### src/rtl/fifo_ctrl_pkg.sv
// Shared helpers for the FIFO pointer/flag controller.
// FIFO_RAM_CTRL_OUTREG_EN adds one word of capacity for the registered output stage.
package fifo_ctrl_pkg;

  function automatic int clog2(input int v);
    int r;
    r = 0;
    for (int i = 0; i < 32; i++)
      if ((1 << r) < v) r++;
    return r;
  endfunction

  // Pointer width: address bits plus one wrap bit.
  function automatic int ptr_w(input int widthad);
    return widthad + 1;
  endfunction

  function automatic int capacity(input int numwords);
`ifdef FIFO_RAM_CTRL_OUTREG_EN
    return numwords + 1;
`else
    return numwords;
`endif
  endfunction

endpackage

### src/rtl/fifo_out_stage.sv
// One-entry valid/ready register slice placed after the storage read port.
// Used by fifo_ram_ctrl only when FIFO_RAM_CTRL_OUTREG_EN is defined.
module fifo_out_stage #(
  parameter int WIDTH = 32
) (
  input  logic             clk,
  input  logic             reset_n,
  input  logic             clken,
  input  logic             in_valid,
  output logic             in_ready,
  input  logic [WIDTH-1:0] in_data,
  output logic             out_valid,
  input  logic             out_ready,
  output logic [WIDTH-1:0] out_data
);

  assign in_ready = ~out_valid | out_ready;

  always_ff @(posedge clk or negedge reset_n) begin
    if (!reset_n) begin
      out_valid <= 1'b0;
      out_data  <= '0;
    end else if (clken) begin
      if (in_valid && in_ready) begin
        out_valid <= 1'b1;
        out_data  <= in_data;
      end else if (out_ready) begin
        out_valid <= 1'b0;
      end
    end
  end

endmodule

### src/rtl/fifo_ram_ctrl.sv
// Pointer/flag controller driving an external dual-port storage array as a streaming FIFO.
// FIFO_RAM_CTRL_OUTREG_EN: registered output stage (latency 2, capacity NUMWORDS+1).
module fifo_ram_ctrl
  import fifo_ctrl_pkg::*;
#(
  parameter int WIDTH    = 32,
  parameter int WIDTHAD  = 4,
  parameter int NUMWORDS = 16
) (
  input  logic               clk,
  input  logic               reset_n,
  input  logic               clken,
  input  logic               wr_valid,
  output logic               wr_ready,
  input  logic [WIDTH-1:0]   wr_data,
  output logic               rd_valid,
  input  logic               rd_ready,
  output logic [WIDTH-1:0]   rd_data,
  output logic [WIDTHAD-1:0] ram_address_a,
  output logic               ram_wren_a,
  output logic [WIDTH-1:0]   ram_data_a,
  output logic [WIDTHAD-1:0] ram_address_b,
  input  logic [WIDTH-1:0]   ram_q_b,
  output logic [WIDTHAD:0]   count,
  output logic               empty,
  output logic               full
);

  localparam int PW  = ptr_w(WIDTHAD);
  localparam int CAP = capacity(NUMWORDS);
  localparam logic [WIDTHAD:0] CAP_CNT = (WIDTHAD+1)'(CAP);

  if (NUMWORDS != (1 << WIDTHAD) || clog2(NUMWORDS) != WIDTHAD) begin : g_bad_depth
    $error("fifo_ram_ctrl: NUMWORDS must equal 2**WIDTHAD");
  end

  logic [PW-1:0] wr_ptr, rd_ptr;
  logic          wr_fire, rd_fire, rd_adv;

  assign empty = (count == '0);
  assign full  = (count == CAP_CNT);

  // reset_n gating keeps a write from reaching storage while reset is held.
  assign wr_ready = clken & reset_n & ~full;
  assign wr_fire  = wr_valid & wr_ready;
  assign rd_fire  = rd_valid & rd_ready;

  assign ram_wren_a    = wr_fire;
  assign ram_data_a    = wr_data;
  assign ram_address_a = wr_ptr[WIDTHAD-1:0];
  assign ram_address_b = rd_ptr[WIDTHAD-1:0];

`ifdef FIFO_RAM_CTRL_OUTREG_EN
  logic             s_empty, st_in_ready, st_valid;
  logic [WIDTH-1:0] st_data;

  assign s_empty = (wr_ptr == rd_ptr);
  // Storage drains into the stage whenever the stage has room, independent of the consumer.
  assign rd_adv  = clken & ~s_empty & st_in_ready;

  fifo_out_stage #(.WIDTH(WIDTH)) u_out_stage (
    .clk       (clk),
    .reset_n   (reset_n),
    .clken     (clken),
    .in_valid  (~s_empty),
    .in_ready  (st_in_ready),
    .in_data   (ram_q_b),
    .out_valid (st_valid),
    .out_ready (rd_ready),
    .out_data  (st_data)
  );

  assign rd_valid = clken & st_valid;
  assign rd_data  = rd_valid ? st_data : '0;
`else
  assign rd_adv   = rd_fire;
  assign rd_valid = clken & ~empty;
  assign rd_data  = rd_valid ? ram_q_b : '0;
`endif

  always_ff @(posedge clk or negedge reset_n) begin
    if (!reset_n) begin
      wr_ptr <= '0;
      rd_ptr <= '0;
      count  <= '0;
    end else if (clken) begin
      if (wr_fire) wr_ptr <= wr_ptr + 1'b1;
      if (rd_adv)  rd_ptr <= rd_ptr + 1'b1;
      case ({wr_fire, rd_fire})
        2'b10:   count <= count + 1'b1;
        2'b01:   count <= count - 1'b1;
        default: count <= count;
      endcase
    end
  end

endmodule

### config.mk
export PLATFORM = sky130hd
export DESIGN_NAME = fifo_ram_ctrl
export DESIGN_NICKNAME = d
export VERILOG_FILES = /design/src/rtl/fifo_ctrl_pkg.sv /design/src/rtl/fifo_out_stage.sv /design/src/rtl/fifo_ram_ctrl.sv
export SDC_FILE = /design/constraint.sdc
export NUM_CORES = 1
export LEC_CHECK = 0
export BUFFER_PORTS_ARGS = -buffer_cell sky130_fd_sc_hd__buf_4
export CAP_MARGIN = 10
export CORE_MARGIN = 2
export CORE_UTILIZATION = 31
export CTS_BUF_LIST = sky130_fd_sc_hd__clkbuf_8
export DETAILED_ROUTE_END_ITERATION = 16
export PLACE_DENSITY = 0.89
export SLEW_MARGIN = 10
export SYNTH_ARGS = -nofsm -noshare
export SYNTH_HDL_FRONTEND = slang
export SYNTH_SLANG_ARGS = --single-unit
### constraint.sdc
create_clock -name clk -period 2.31 [get_ports clk]
set_input_delay 0.231 -clock clk [delete_from_list [all_inputs] [get_ports clk]]
set_output_delay 0.231 -clock clk [all_outputs]
set_load 0.02 [all_outputs]
# After elaboration in Yosys (flattened, before gate mapping)
# Index checks and enable logic that the tools add are counted.
# totals
input_bits,69
output_inout_bits,82
word_cells,24
regBits,15
# op_classes
reduce_logical,5
eq_ne,3
bitwise_logic,7
mux,2
n_addsub,4
# op_table
cell,count
32-bit two-way mux,1
5-bit by 1-bit adder with 5-bit output (second input constant),3
5-bit one-hot mux with 2 select lines,1
2-bit AND reduction,3
1-bit AND,5
5-bit equality test (second input constant),1
5-bit logical NOT,1
5-bit by 1-bit subtractor with 5-bit output (second input constant),1
2-bit by 1-bit equality test with 1-bit output (second input constant),1
2-bit equality test (second input constant),1
1-bit NOT,2
2-bit nonzero test,1

# Logic depth before layout (Yosys ltp)
# depth
word_depth,7
mapped_depth,10
depth_no_buf,10

# Worst setup path before layout
# No wires, ideal clock.
# synth_timing
kind,register -> register
start,reg count[1]
end,reg count[4]
stages_incl_launch_ff,11
path_buffers,0
required_time_ns,2.230
setup_ns,0.080
arrival_ns,2.574
path_slack_ns,-0.344
period_less_slack_ns,2.654
path_cell_list,dfrtp_1 -> or4_4 -> o21a_4 -> nand2_4 -> inv_1 -> ha_1 -> fa_1 -> nand3_1 -> a21boi_0 -> nor3_1 -> xor2_1
# synth_via
elab_chain_len,7
elab_cells_between_ends,15
cone_classes,add/sub (2); eq/ne (3); mux (1); bitwise (6); reduce/logical (3)
# synth_lines
item,line,rtl
"start, declared",fifo_ram_ctrl.sv:24,"output logic [WIDTHAD:0] count,"
"start signal, assigned",fifo_ram_ctrl.sv:90,2'b10: count <= count + 1'b1;
"start signal, assigned",fifo_ram_ctrl.sv:91,2'b01: count <= count - 1'b1;
"start signal, assigned",fifo_ram_ctrl.sv:92,default: count <= count;
5-bit equality test / 5-bit logical NOT (equally long branches),"fifo_ram_ctrl.sv:41, fifo_ram_ctrl.sv:40",
"1-bit NOT, on equally long branches","fifo_ram_ctrl.sv:44, fifo_ram_ctrl.sv:77",
"1-bit AND, on equally long branches","fifo_ram_ctrl.sv:44, fifo_ram_ctrl.sv:77",
"1-bit AND, on equally long branches","fifo_ram_ctrl.sv:45, fifo_ram_ctrl.sv:46",
2-bit by 1-bit equality test with 1-bit output / 2-bit equality test (equally long branches),fifo_ram_ctrl.sv:89,"case ({wr_fire, rd_fire})"
2-bit nonzero test (no source line),n/a,
2-bit AND reduction (no source line),n/a,
# Several ways; a longest one is shown, not always the timed one.
# A chain may end at the register's enable or synchronous reset.

# Worst setup path after layout
# Same ends and word-level chain as after synthesis.

==> flow_summary.json <==
{
  "min_period_ps": 2350,
  "hold_slack_ps": 280,
  "drv_cap": 0,
  "initial_core_util_pct": 31.9,
  "final_cell_mix": "buf_4 (97), and2_4 (29), dfrtp_1 (11)",
  "routabilityCongestion": 0.828,
  "critPathKind": "flip-flop to flip-flop",
  "finalWorstSetupSlack_ps": -38.2,
  "ys_top_cells_by_area": "dfrtp_1 (26%), and2_4 (20%), buf_4 (19%)",
  "dieArea_sq_mm": 0.00461,
  "yosysWarnings": 0,
  "worst_pin_slew_ps": 330,
  "clock_latency_ps": 250,
  "clk_pin_slew_ps": 60,
  "drc": 0,
  "hold_start": "rd_ready",
  "mappedNetlistArea_sq_mm": 0.00126,
  "antenna_found_initial": 0,
  "startpoint": "count[1]$_DFFE_PN0P_",
  "core_area_sq_mm": 0.00397,
  "final_hold_viol_count": 0,
  "cts_tree": "yes",
  "grt_pass1_vias": 973,
  "layout_commonest_cell": "buf_4",
  "avgRoutedWirePerCell_microns": 13.7,
  "cp_max_fo": 6,
  "drive_above_1_share_pct": 76.0,
  "insertedDiodeCount": 0,
  "dp_cells": 241,
  "yosysTopAreaCell": "dfrtp_1",
  "yosysUniqueCellTypes": 29,
  "vias": 1117,
  "clockRootBuffer": "clkbuf_8",
  "synth_cells": 130,
  "critPathCaptureType": "flip-flop",
  "grt_max_degree": 36,
  "cts_buffer_depth": 2,
  "post-route-period-util_pct": 102,
  "setup_viol": 2,
  "hp-class": "input port to flip-flop",
  "powerDensity_mw_per_mm2": 1060,
  "status": "finished with violations",
  "total_power_uw": 2020,
  "die_w_microns": 67.9,
  "drt_pre_antenna_iters": 4,
  "grt_usage_pct": 13.0,
  "fin_nets": 273,
  "viasPerCell": 4.54,
  "drt_wl_total_microns": 3360,
  "drtIter0Drc": 13,
  "yosys_register_bits": 13,
  "final_util_pct": 48.1,
  "worstPathArrival_ps": 2520,
  "grt-ovfl-total": 0,
  "fin_tns_setup_ps": -71.2,
  "r2r_start": "count[1]$_DFFE_PN0P_",
  "cts_sinks": 13,
  "worst_clock_skew_ps": 3.66,
  "die_h_microns": 67.9,
  "synth_nets": 206,
  "area_growth_pct": 51.1,
  "fp-row-count": 23,
  "vdd_drop_max_mv": 0.588,
  "port_buffers": 86,
  "hpwlAfterDp_microns": 2680,
  "violations": "negative setup slack",
  "ioPinCount": 151,
  "cts.htree.levels": 1,
  "ys_seq_area_share_pct": 25.7,
  "synth_area_per_cell_sq_um": 9.73,
  "fmax_ghz": 0.426,
  "leakage_uw": 0.000982,
  "drv_slew": 0,
  "rsz0062_at_grt": "yes",
  "synth_top_cell_area_share_pct": 25.7,
  "worstPathRequired_ps": 2480,
  "fin_cells": 246,
  "ant_nets": 0,
  "slew_headroom_pct": 78.0,
  "numCtsBuffers": 3,
  "start_kind": "flip-flop",
  "grt_first_pass_wirelength_microns": 4510
}
-- synth_stat cells --
cell	n
inv_1	2
dfrtp_1	13
and2_4	29
nand4_1	1
clkbuf_1	1
o21ai_0	2
mux2_1	1
nand2_4	1
and3b_1	1
and2_1	4
nor2_1	2
xor2_1	3
a21boi_0	1
o21a_4	1
nand3_1	4
buf_6	3
mux2_2	2
buf_4	32
nor4_1	1
nor3_1	1
nand2b_1	1
or4_4	1
a21oi_1	3
xnor2_1	7
fa_1	1
a21o_1	1
ha_1	6
nand2_1	4
and3_1	1
-- cell type report --
| cell class | count | area [sq um] |
|---|---|---|
| Sequential cell | 13 | 328 |
| Clock buffer | 3 | 41.3 |
| Fill cell | 369 | 2060 |
| Timing Repair Buffer | 98 | 738 |
| Clock inverter | 1 | 5.00 |
| Inverter | 2 | 7.51 |
| Multi-Input combinational cell | 79 | 729 |
| Tap cell | 50 | 62.6 |
-- per-stage QoR --
step	worst slack (ps)	instance area (sq um)
2_1_floorplan	-188	1330
3_3_place_gp	-24.0	1840
3_5_place_dp	-102	1840
4_1_cts	-56.9	1900
5_1_grt	-117	1910
6_report	-38.2	1910
-- worst max-delay path, stage by stage, from the launching register on --
cell      delay (ps)
dfrtp_2          400
or4_4            540
o21a_4           220
nand2_4           50
inv_2             40
ha_4             180
fa_2             350
nand3_2           80
a21boi_1          70
nor3_2           170
xor2_1           150
-- state kept, by name, indices dropped and copies added (netlist names) --
signal	cells
rd_ptr	4
wr_ptr	4
count	5
-- logic make-up (layout without fill, tap and decap cells) --
| family | Yosys count | after routing | share of synthesized area (%) |
|---|---|---|---|
| DFF | 13 | 13 | 25.7 |
| AOI/OAI and AO/OA | 8 | 8 | 4.35 |
| muxes | 3 | 3 | 2.67 |
| buffers and inverters | 38 | 104 | 22.6 |
| xor gates and xnor gates | 10 | 10 | 6.92 |
| and+or+nand+nor | 51 | 51 | 30.3 |
| adders and majority gates | 7 | 7 | 7.52 |
-- layer usage --
| layer | up-vias | routed length [microns] | GRT usage [%] |
|---|---|---|---|
| met2 | 80 | 1680 | 23.0 |
| met4 | 0 | 38 | 4.50 |
| met1 | 518 | 1180 | 14.7 |
| li1 | 515 | - | - |
| met5 | - | 0 | 0 |
| met3 | 4 | 460 | 4.28 |
-- power by group --
group	internal [uW]	switching (uW)	total [uW]
Sequential	346	114	460
Combinational	693	661	1350
Clock	120	91.5	211
-- final timing paths --
| check | endpoint | slack (ps) | cells past startpoint |
|---|---|---|---|
| hold / removal | rd_ptr[2]$_DFFE_PN0P_ | 280 | 3 |
| hold reg to reg | rd_ptr[3]$_DFFE_PN0P_ | 470 | 1 |
| setup reg to reg | count[4]$_DFFE_PN0P_ | -40 | 10 |
| min in group asynchronous | wr_ptr[3]$_DFFE_PN0P_ | 390 | 2 |
| setup / recovery | count[4]$_DFFE_PN0P_ | -40 | 10 |
| max in group asynchronous | count[1]$_DFFE_PN0P_ | 1720 | 2 |
-- repair_timing --
action | CTS | global route
endpoints found under the setup margin | 3 | 4
pin swaps | 4 | 0
setup buffers | 0 | 0
hold endpoints to repair | 13 | 0
gates resized for setup | 3 | 3
cloned | 0 | 0
hold buffers | 1 | 0
No activity file was read; power rests on OpenSTA's default activity.
